===== src/rtl/btn_pkg.sv =====
// Shared definitions for the button conditioner: channel FSM encoding and agreement-counter width.
package btn_pkg;

   localparam int BTN_CNT_W = 4;

   typedef enum logic [1:0] {
      IDLE       = 2'd0,
      PRESS_WAIT = 2'd1,
      HELD       = 2'd2,
      REL_WAIT   = 2'd3
   } btn_state_t;

endpackage


===== src/rtl/btn_debounce_ch.sv =====
// One button channel: 2-flop synchroniser, tick-driven debounce FSM, press pulse and level.
// Define BTN_REPEAT_EN to build the auto-repeat timer that adds pulses while the button is held.
//
// state      | meaning
// -----------+-------------------------------------------------------------
// IDLE       | released and stable, waiting for a high sample
// PRESS_WAIT | counting consecutive high samples towards a confirmed press
// HELD       | press confirmed, level high (auto-repeat runs here if built)
// REL_WAIT   | counting consecutive low samples towards a confirmed release
module btn_debounce_ch
   import btn_pkg::*;
#(
   parameter int DEBOUNCE_CNT = 3,
   parameter int REPEAT_DELAY = 50,
   parameter int REPEAT_RATE  = 10
) (
   input  logic clk,
   input  logic clr,
   input  logic tick,
   input  logic inp,
   output logic outp,
   output logic level
);

   localparam logic [BTN_CNT_W-1:0] DB_LAST = BTN_CNT_W'(DEBOUNCE_CNT - 1);
   localparam bit DB_ONE = (DEBOUNCE_CNT == 1);

   btn_state_t state;
   logic [BTN_CNT_W-1:0] cnt;
   logic [1:0] sync;
   logic s;

   assign s = sync[1];

`ifdef BTN_REPEAT_EN
   localparam int REP_W = 16;
   localparam logic [REP_W-1:0] REP_DELAY_V = REP_W'(REPEAT_DELAY);
   localparam logic [REP_W-1:0] REP_RATE_V  = REP_W'(REPEAT_RATE);
   logic [REP_W-1:0] rep_tmr;
`else
   logic unused_repeat_cfg;
   assign unused_repeat_cfg = ^{REPEAT_DELAY, REPEAT_RATE};
`endif

   always_ff @(posedge clk or negedge clr) begin
      if (!clr) sync <= 2'b00;
      else      sync <= {sync[0], inp};
   end

   always_ff @(posedge clk or negedge clr) begin
      if (!clr) begin
         state <= IDLE;
         cnt   <= '0;
         outp  <= 1'b0;
         level <= 1'b0;
`ifdef BTN_REPEAT_EN
         rep_tmr <= REP_DELAY_V;
`endif
      end else begin
         outp <= 1'b0;
         if (tick) begin
            case (state)
               IDLE: begin
`ifdef BTN_REPEAT_EN
                  rep_tmr <= REP_DELAY_V;
`endif
                  if (s) begin
                     if (DB_ONE) begin
                        state <= HELD;
                        level <= 1'b1;
                        outp  <= 1'b1;
                        cnt   <= '0;
                     end else begin
                        state <= PRESS_WAIT;
                        cnt   <= BTN_CNT_W'(1);
                     end
                  end
               end
               PRESS_WAIT: begin
                  if (s) begin
                     if (cnt == DB_LAST) begin
                        state <= HELD;
                        level <= 1'b1;
                        outp  <= 1'b1;
                        cnt   <= '0;
                     end else begin
                        cnt <= cnt + 1'b1;
                     end
                  end else begin
                     state <= IDLE;
                     cnt   <= '0;
                  end
               end
               HELD: begin
                  if (!s) begin
                     if (DB_ONE) begin
                        state <= IDLE;
                        level <= 1'b0;
                        cnt   <= '0;
                     end else begin
                        state <= REL_WAIT;
                        cnt   <= BTN_CNT_W'(1);
                     end
                  end else begin
`ifdef BTN_REPEAT_EN
                     // Timer only runs on ticks spent in HELD, so REL_WAIT bounces pause it.
                     if (rep_tmr == REP_W'(1)) begin
                        outp    <= 1'b1;
                        rep_tmr <= REP_RATE_V;
                     end else begin
                        rep_tmr <= rep_tmr - 1'b1;
                     end
`endif
                  end
               end
               REL_WAIT: begin
                  if (!s) begin
                     if (cnt == DB_LAST) begin
                        state <= IDLE;
                        level <= 1'b0;
                        cnt   <= '0;
                     end else begin
                        cnt <= cnt + 1'b1;
                     end
                  end else begin
                     state <= HELD;
                     cnt   <= '0;
                  end
               end
               default: begin
                  state <= IDLE;
                  cnt   <= '0;
               end
            endcase
         end
      end
   end

endmodule


===== src/rtl/btn_pulse_gen.sv =====
// Multi-channel button conditioner: shared sample-tick prescaler feeding N debounce channels.
// Auto-repeat on held buttons is built only when BTN_REPEAT_EN is defined.
module btn_pulse_gen
   import btn_pkg::*;
#(
   parameter int N            = 2,
   parameter int SAMPLE_DIV   = 500000,
   parameter int DEBOUNCE_CNT = 3,
   parameter int REPEAT_DELAY = 50,
   parameter int REPEAT_RATE  = 10
) (
   input  logic         clk,
   input  logic         clr,
   input  logic [N-1:0] inp,
   output logic [N-1:0] outp,
   output logic [N-1:0] level,
   output logic         tick
);

   localparam int PRE_W = (SAMPLE_DIV > 2) ? $clog2(SAMPLE_DIV) : 1;
   localparam logic [PRE_W-1:0] PRE_LAST = PRE_W'(SAMPLE_DIV - 1);

   logic [PRE_W-1:0] pre;

   always_ff @(posedge clk or negedge clr) begin
      if (!clr)                pre <= '0;
      else if (pre == PRE_LAST) pre <= '0;
      else                     pre <= pre + 1'b1;
   end

   assign tick = (pre == PRE_LAST);

   for (genvar i = 0; i < N; i++) begin : g_ch
      btn_debounce_ch #(
         .DEBOUNCE_CNT (DEBOUNCE_CNT),
         .REPEAT_DELAY (REPEAT_DELAY),
         .REPEAT_RATE  (REPEAT_RATE)
      ) u_ch (
         .clk   (clk),
         .clr   (clr),
         .tick  (tick),
         .inp   (inp[i]),
         .outp  (outp[i]),
         .level (level[i])
      );
   end

endmodule


===== config.mk =====
export PLATFORM = sky130hd
export DESIGN_NAME = btn_pulse_gen
export DESIGN_NICKNAME = d
export VERILOG_FILES = /design/src/rtl/btn_pkg.sv /design/src/rtl/btn_debounce_ch.sv /design/src/rtl/btn_pulse_gen.sv
export SDC_FILE = /design/constraint.sdc
export NUM_CORES = 1
export LEC_CHECK = 0
export ABC_AREA = 0
export ABC_CLOCK_PERIOD_IN_PS = 2400
export BUFFER_PORTS_ARGS = -buffer_cell sky130_fd_sc_hd__buf_4
export CAP_MARGIN = 20
export CORE_MARGIN = 2
export CORE_UTILIZATION = 52
export CTS_CLUSTER_SIZE = 40
export DETAILED_ROUTE_END_ITERATION = 6
export PLACE_DENSITY = 0.67
export SLEW_MARGIN = 20
export SYNTH_ARGS = -nofsm -noshare
export SYNTH_HDL_FRONTEND = slang
export SYNTH_SLANG_ARGS = --single-unit

===== constraint.sdc =====
create_clock -name clk -period 2.4 [get_ports clk]
set_input_delay 0.48 -clock clk [delete_from_list [all_inputs] [get_ports clk]]
set_output_delay 0.48 -clock clk [all_outputs]
set_load 0.02 [all_outputs]

==> impl_metrics.json, run 1 <==
{
  "instances_no_fill": 237,
  "cts_htree_levels": 2,
  "grt_overflow": 0,
  "dr.first_iter.drc_count": 96,
  "dieWidth_um": 65.5,
  "ys_seq_area_frac": 0.496,
  "clk_pin_slew_ps": 80,
  "grt_max_degree": 40,
  "syn_nets": 186,
  "period_share": 0.930,
  "synth_edf_count": 0,
  "holdWs_ps": 142,
  "hold_violations": 0,
  "cp.required_ps": 1920,
  "maxCapViolCount": 0,
  "tns_ps": 0,
  "synth_top_area_cell": "dfrtp_1",
  "layout_commonest_cell": "dfrtp_1",
  "area_growth_syn_to_layout_pct": 10.9,
  "vias": 1383,
  "clk_latency_ps": 290,
  "coreArea_um2": 3660,
  "grt_pass1_wl_um": 6730,
  "drtAntennaViolNets": 0,
  "yosys_warnings": 0,
  "first_pass_iters": 6,
  "wirelength_um": 3700,
  "place_hpwl_um": 2570,
  "post_cts_resize_count": 0,
  "layout_common_cells": "39 x dfrtp_1, 12 x buf_4, 11 x nor2_1, 11 x nand2_1, 9 x nand3_1",
  "start_util": 0.538,
  "antenna_cells": 0,
  "finalNetCount": 197,
  "numCtsBuffers": 5,
  "rsz0062_at_grt": "false",
  "end_kind": "primary output",
  "status": "completed",
  "ys_types": 48,
  "crit_path_top_delay_cell": "dfrtp_1",
  "grt_pass1_vias": 1458,
  "num_rows": 22,
  "hold_buffers": 0,
  "syn_avg_cell_area_um2": 11.1,
  "die_area_um2": 4290,
  "vdd_drop_max_uv": 391,
  "async_reset_ff_frac": 1.00,
  "setup_violations": 0,
  "antenna_found_initial": 0,
  "grt_usage": 0.207,
  "wl_per_cell_um": 15.6,
  "worstPathMaxFanout": 9,
  "fin_area_um2": 2180,
  "drc": 0,
  "worstRegToRegCells": 5,
  "synthCells": 177,
  "total_power_w": 0.00126,
  "leakagePower_nw": 0.993,
  "dpl.cell_count": 229,
  "synth.area.top_cells": "dfrtp_1 50%, xnor2_1 3.6%, xor2_1 3.6%, ha_1 3.2%, o41ai_2 2.5%",
  "routed_via_density": 5.84,
  "cts.sinks": 39,
  "io_buffers": 8,
  "worstSetupPathType": "reg2out",
  "yosysTopAreaCellShare": 0.496,
  "hold_path_class": "in2async",
  "max_stage_delay_ps": 440,
  "placed_area_um2": 2070,
  "synth_area_um2": 1970,
  "reg2reg_slack_ps": 640,
  "postCtsSetupRepairBufs": 0,
  "drive_gt1_frac": 0.185,
  "ys_ff_latch": 39,
  "layout_min_cycle_time_ps": 2230,
  "cts_tree": "built",
  "tightest_slew_ps": 492,
  "powerDensity_nw_per_um2": 577,
  "fin_skew_ps": 7.21,
  "die_y_um": 65.5,
  "max_freq_mhz": 448,
  "critPathLaunch": "pre[12]$_DFF_PN0_",
  "setup.worst_path.start_class": "flip-flop",
  "synth-main-ff-cell": "dfrtp_1",
  "critical_path.cell_chain": "nor4_2, and4_1, nand2_4, inv_2, buf_4",
  "ioPinCount": 9,
  "drv_slew": 0,
  "cts_root_buf": "clkbuf_8",
  "max-clock-path-buffers": 2,
  "cp.arrival_ps": 1750,
  "r2r-start": "pre[12]$_DFF_PN0_",
  "slew_headroom": 0.672,
  "gp_congestion": 0.816
}
final cells by class:
type | count | area, µm²
sequential | 39 | 976
timing repair buffer | 12 | 90.1
multi-input combinational | 122 | 910
fill | 304 | 1480
inverter | 8 | 30.0
tap | 48 | 60.1
clock inverter | 2 | 35.0
clock buffer | 6 | 82.6
per-layer routing:
layer | GRT usage | wire length (µm) | vias to the layer above | part of all wire
li1 | - | - | 663 | -
met3 | 0.0565 | 110 | 9 | 0.030
met1 | 0.255 | 1650 | 684 | 0.44
met4 | 0.0911 | 78 | 0 | 0.021
met5 | 0 | 0 | - | 0
met2 | 0.338 | 1870 | 27 | 0.50
state kept, by name (all words and copies together), names as in the netlist, named ones only:
name             count
g_ch.u_ch.cnt        8
g_ch.u_ch.level      2
g_ch.u_ch.outp       2
g_ch.u_ch.state      2
g_ch.u_ch.sync       4
pre                 19
worst max-delay path, delay by kind of cell, from the launching register on:
family / cells / cell delay (ps)
buf+inv: 2 / 310
flops: 1 / 440
simple gates: 3 / 710
stage by stage:
step                utilization  setup WS [ps]
global placement          0.564            515
floorplan                     -            553
detailed placement        0.564            483
global route              0.596           2.36
finish                    0.596            168
CTS                       0.596            133
cell families after synthesis:
family / after synthesis / share of synthesized area
mux: 3 / 0.0178
xor+xnor: 17 / 0.0795
fa+ha+maj: 5 / 0.0318
compound gates: 25 / 0.107
simple gates: 72 / 0.226
buf+inv: 16 / 0.0420
flops: 39 / 0.496
synth_stat cells (2+ instances only):
cell / n
nand2_1: 11
nor3_1: 6
and2_1: 2
xor2_1: 8
o21ai_0: 5
dfrtp_1: 39
nor2_1: 11
ha_1: 5
and4_1: 3
inv_1: 7
nand4_1: 7
o31ai_1: 2
nand2b_1: 2
nand3_1: 9
nor4_1: 5
nor4_2: 3
clkbuf_1: 2
a31oi_1: 2
o22ai_1: 2
a2bb2oi_1: 2
and4bb_1: 2
mux2i_1: 2
buf_4: 6
xnor2_1: 8
o41ai_2: 3
power breakdown:
part	total [W]	leakage (nW)	internal [W]	switching (W)
logic	0.0000222	0.410	0.00000513	0.0000171
clock network	0.000574	0.0612	0.000337	0.000237
registers	0.000663	0.521	0.000660	0.00000313
total	0.00126	0.993	0.00100	0.000258
final timing paths:
path | endpoint
max | tick
min | g_ch[0].u_ch.level$_DFFE_PN0P_
max in group asynchronous | pre[6]$_DFF_PN0_
max reg2reg | flip-flop
min in group clk | g_ch[0].u_ch.sync[0]$_DFF_PN0_
min reg2reg | g_ch[1].u_ch.sync[1]$_DFF_PN0_
(Power assumes the default switching activity.)
==> inputs of run 2 (changes only) <==
- PLACE_DENSITY: 0.67 -> 0.66
==> run 2 against run 1 <==
  * Combinational power barely moved
  * Design area rose by 0.69%
  * Worst hold slack better by 7.4 ps
  * Non-clock buffer count did not move
  * Global-route usage shrank 0.47 points
  * Sequential share of layout area is 0.31 points lower
  * Fmax down 2.0%
  * Core utilization increased by 0.41 points
==> impl_metrics.json, run 2 (synthesized netlist as in run 1, its figures left out) <==
{
  "grt_pass1_wl_um": 6470,
  "io_buffers": 8,
  "internal_power_w": 0.00108,
  "routed_via_density": 5.81,
  "hold_path_class": "in2async",
  "wl_per_cell_um": 15.4,
  "grt_overflow": 0,
  "path_delay_family": "simple AND/OR/NAND/NOR gates",
  "leakagePower_nw": 0.997,
  "cts_tree": "built",
  "seq_power_share": 0.499,
  "tightest_slew_ps": 487,
  "max_freq_mhz": 439,
  "netSwitchingFraction": 0.186,
  "path_depth": 5,
  "numCtsBuffers": 5,
  "num_rows": 22,
  "slew_headroom": 0.675,
  "place_hpwl_um": 2530,
  "period_share": 0.949,
  "drc": 0,
  "hold_violations": 0,
  "status": "completed",
  "grt_max_degree": 40,
  "layout_common_cells": "39 x dfrtp_1, 12 x buf_4, 11 x nor2_1, 11 x nand2_1, 9 x nand3_1",
  "fin_skew_ps": 10.4,
  "first_pass_iters": 4,
  "p_sw_w": 0.000248,
  "clk_pin_slew_ps": 80,
  "max_stage_delay_ps": 440,
  "fin_area_um2": 2200,
  "max-clock-path-buffers": 2,
  "setup.worst_path.start_class": "flip-flop",
  "cts_root_buf": "clkbuf_8",
  "worstSetupPathType": "reg2out",
  "setup_violations": 0,
  "top_regs": "pre x19, g_ch.u_ch.cnt x8, g_ch.u_ch.sync x4",
  "final_core_utilization": 0.600,
  "powerDensity_nw_per_um2": 604,
  "start_util": 0.538,
  "ioPinCount": 9,
  "post_cts_resize_count": 0,
  "r2r-start": "pre[12]$_DFF_PN0_",
  "largest-register": "pre",
  "end_kind": "primary output",
  "die_area_um2": 4290,
  "area_growth_syn_to_layout_pct": 11.7,
  "fill_cells": 303,
  "dpl.cell_count": 229,
  "clk_latency_ps": 290,
  "maxCapViolCount": 0,
  "tns_ps": 0,
  "postCtsSetupRepairBufs": 0,
  "critical_path.cell_chain": "nor4_2, and4_1, nand2_4, inv_2, buf_4",
  "instances_no_fill": 237,
  "layout_commonest_cell": "dfrtp_1",
  "drive_gt1_frac": 0.180,
  "layout_min_cycle_time_ps": 2280,
  "crit_path_top_delay_cell": "dfrtp_1",
  "wirelength_um": 3650,
  "cp.arrival_ps": 1800,
  "drtAntennaViolNets": 0,
  "total_power_w": 0.00133,
  "grt_pass1_vias": 1397,
  "dr.first_iter.drc_count": 115,
  "die_y_um": 65.5,
  "worstRegToRegCells": 5,
  "drv_slew": 0,
  "vias": 1378,
  "comb_power_share": 0.017,
  "antenna_found_initial": 0,
  "hold_buffers": 0,
  "p_clk_frac": 0.484,
  "vdd_drop_max_uv": 334,
  "largest_reg_flops": 19,
  "finalNetCount": 197,
  "cts_htree_levels": 2,
  "gp_congestion": 0.825,
  "dieWidth_um": 65.5,
  "rsz0062_at_grt": "false",
  "reg2reg_slack_ps": 600,
  "cp.required_ps": 1920,
  "cts.sinks": 39,
  "coreArea_um2": 3660,
  "crit_buf_inv": 2,
  "placed_area_um2": 2070,
  "grt_usage": 0.202,
  "antenna_cells": 0,
  "worstPathMaxFanout": 9
}
==> run 2: cell types whose count changed in the layout (fill, tap and decap cells not counted) <==
cell,previous run,this run
bufinv_16,1,2
clkbuf_1,0,1
clkbuf_8,6,5
clkinv_2,1,0
==> run 2: through the flow <==
stage	hold slack, ps	worst slack (ps)
finish	149	123
global route	174	0.233
CTS	162	139
floorplan	184	553
detailed placement	338	479
global placement	332	509
==> run 2: layer usage <==
| layer | wire, µm | track usage | share of wire | vias to the layer above |
|---|---|---|---|---|
| li1 | - | - | - | 662 |
| met1 | 1700 | 0.260 | 0.47 | 674 |
| met2 | 1750 | 0.316 | 0.48 | 36 |
| met3 | 146 | 0.0668 | 0.040 | 6 |
| met4 | 49 | 0.0755 | 0.013 | 0 |
| met5 | 0 | 0 | 0 | - |
==> run 2: worst max path at each step <==
stage	end	start	slack [ps]
floorplan	tick	pre[0]$_DFF_PN0_	550
global placement	tick	pre[12]$_DFF_PN0_	510
detailed placement	tick	pre[12]$_DFF_PN0_	480
CTS	tick	pre[12]$_DFF_PN0_	140
global route	tick	pre[12]$_DFF_PN0_	0.2
finish	tick	pre[12]$_DFF_PN0_	120
==> run 2: area by class of cell <==
cell class	count	area, µm²	area share
clock buffers	6	72.6	0.0330
repair buffers	12	90.1	0.0410
well taps	48	60.1	0.0273
clock inverters	2	60.1	0.0273
inverters	8	30.0	0.0137
flip-flops and latches	39	976	0.444
multi-input cells	122	910	0.414
==> run 2: power groups by stage <==
stage / Clock (W) / Combinational (W) / Sequential (W)
2_1_floorplan: 0 / 0.00000551 / 0.000675
3_3_place_gp: 0 / 0.0000225 / 0.000676
3_5_place_dp: 0 / 0.0000231 / 0.000676
4_1_cts: 0.000656 / 0.0000232 / 0.000663
5_1_grt: 0.000698 / 0.0000257 / 0.000664
6_report: 0.000643 / 0.0000221 / 0.000663
==> inputs of run 3 (changes only) <==
- BUFFER_PORTS_ARGS: -buffer_cell sky130_fd_sc_hd__buf_4 -> unset
- DONT_BUFFER_PORTS: unset -> 1
- PLACE_DENSITY: 0.66 -> 0.64
==> run 3 against run 2 <==
  * Fmax is 6.0% higher
  * Clock power shrank 35%
  * Worst hold slack got worse by 130 ps
  * Die area unchanged
  * Sequential cell count is the same
  * Setup slack better by 130 ps
  * Design area fell by 4.2%
  * Combinational power decreased by 2%
  * First-iteration DRC count increased by 7.8%
  * Final cell count is 3.0% lower
  * Critical endpoint unchanged
  * Highest routed layer unchanged
==> impl_metrics.json, run 3 (synthesized netlist as in run 1, its figures left out) <==
{
  "p_clk_frac": 0.381,
  "antenna_found_initial": 0,
  "wirelength_um": 3510,
  "finalWorstSetupSlack_ps": 251,
  "layout_min_cycle_time_ps": 2150,
  "vias": 1347,
  "grt_usage": 0.194,
  "max-clock-path-buffers": 2,
  "clk_pin_slew_ps": 70,
  "worstSetupPathType": "reg2out",
  "internal_power_w": 0.000870,
  "coreArea_um2": 3660,
  "leakagePower_nw": 0.941,
  "cts_htree_levels": 2,
  "grt_max_degree": 40,
  "area_growth_syn_to_layout_pct": 7.06,
  "post_cts_resize_count": 0,
  "instances_no_fill": 230,
  "reg2reg_to": "g_ch[0].u_ch.level$_DFFE_PN0P_",
  "fill_cells": 328,
  "vdd_drop_max_uv": 282,
  "drc": 0,
  "cts.sinks": 39,
  "r2r-start": "pre[0]$_DFF_PN0_",
  "cp.required_ps": 1920,
  "tns_ps": 0,
  "grt_pass1_wl_um": 6290,
  "clk_latency_ps": 290,
  "placed_area_um2": 2010,
  "setup_violations": 0,
  "drtAntennaViolNets": 0,
  "final_core_utilization": 0.576,
  "powerDensity_nw_per_um2": 525,
  "setup.worst_path.start_class": "flip-flop",
  "hold_buffers": 1,
  "start_util": 0.538,
  "finalNetCount": 190,
  "netSwitchingFraction": 0.214,
  "antenna_cells": 0,
  "routed_via_density": 5.86,
  "ioPinCount": 9,
  "top_regs": "pre x19, g_ch.u_ch.cnt x8, g_ch.u_ch.sync x4",
  "max_freq_mhz": 465,
  "layout_common_cells": "39 x dfrtp_1, 11 x nor2_1, 11 x nand2_1",
  "p_sw_w": 0.000237,
  "gp_congestion": 0.838,
  "wl_per_cell_um": 15.3,
  "worstRegToRegCells": 5,
  "num_rows": 22,
  "fin_area_um2": 2110,
  "post-place-ws_ps": 517,
  "hold_path_class": "in2async",
  "period_share": 0.895,
  "dpl.cell_count": 221,
  "die_area_um2": 4290,
  "critPathLaunch": "pre[14]$_DFF_PN0_",
  "rsz0062_at_grt": "false",
  "numCtsBuffers": 5,
  "die_y_um": 65.5,
  "slew_headroom": 0.774,
  "largest-register": "pre",
  "end_kind": "primary output",
  "place_hpwl_um": 2450,
  "largest_reg_flops": 19,
  "fin_skew_ps": 6.99,
  "drv_slew": 0,
  "grt_pass1_vias": 1357,
  "drive_gt1_frac": 0.143,
  "postCtsSetupRepairBufs": 0,
  "io_buffers": 0,
  "layout_commonest_cell": "dfrtp_1",
  "reg2reg_slack_ps": 510,
  "worstPathMaxFanout": 9,
  "cts_root_buf": "clkbuf_8",
  "cp.arrival_ps": 1670,
  "hold_violations": 0,
  "cts_tree": "built",
  "dr.first_iter.drc_count": 124,
  "maxCapViolCount": 0,
  "tightest_slew_ps": 336,
  "crit_path_end": "tick",
  "dieWidth_um": 65.5,
  "comb_power_share": 0.020,
  "grt_overflow": 0,
  "seq_power_share": 0.599,
  "first_pass_iters": 4,
  "status": "completed"
}
## run 3: cell types whose count changed in the layout (fill, tap and decap cells not counted), sizes merged
cell	before	now
buf	12	5
bufinv	2	0
clkbuf	6	7
clkinv	0	1
## run 3: layout make-up
class,count,area [µm²],area share
Clock buffer,7,76.3,0.0362
Inverter,8,30.0,0.0143
Multi-Input combinational cell,122,910,0.432
Clock inverter,1,5.00,0.00238
Tap cell,48,60.1,0.0285
Timing Repair Buffer,5,50.0,0.0238
Sequential cell,39,976,0.463
## run 3: worst min-delay path by stage
stage | start | endpoint | slack, ps | depth (start not counted)
floorplan | clr | asynchronous set/reset pin | 180 | 0
global placement | clr | g_ch[0].u_ch.outp$_DFF_PN0_ | 190 | 0
detailed placement | clr | g_ch[0].u_ch.outp$_DFF_PN0_ | 190 | 0
CTS | clr | g_ch[0].u_ch.cnt[3]$_DFFE_PN0P_ | 30 | 1
global route | clr | g_ch[1].u_ch.cnt[3]$_DFFE_PN0P_ | 40 | 1
finish | clr | g_ch[0].u_ch.cnt[1]$_DFFE_PN0P_ | 20 | 1
## run 3: through the flow
step	hold WS (ps)	power, W
after global placement	185	0.000682
after detailed placement	185	0.000682
final	16.5	0.00111
after CTS	25.8	0.00112
after global routing	36.2	0.00115
after floorplan	184	0.000681
## run 3: metal layers
layer,wire [µm],up-vias,track usage
li1,-,648,-
met1,1630,674,0.247
met2,1720,23,0.315
met3,136,2,0.0411
met4,25,0,0.0911
met5,0,-,0
## run 3: power groups by stage
stage	sequential, W	clock [W]	combinational, W
final	0.000663	0.000421	0.0000217
after detailed placement	0.000676	0	0.00000642
after floorplan	0.000675	0	0.00000551
after global placement	0.000676	0	0.00000627
after global routing	0.000663	0.000463	0.0000259
after CTS	0.000663	0.000437	0.0000231
## run 3: worst max-delay path, stage by stage, from the launching register on
cell,delay [ps]
dfrtp_1,420
nor4_2,310
and4_1,300
nand2_4,120
inv_2,230
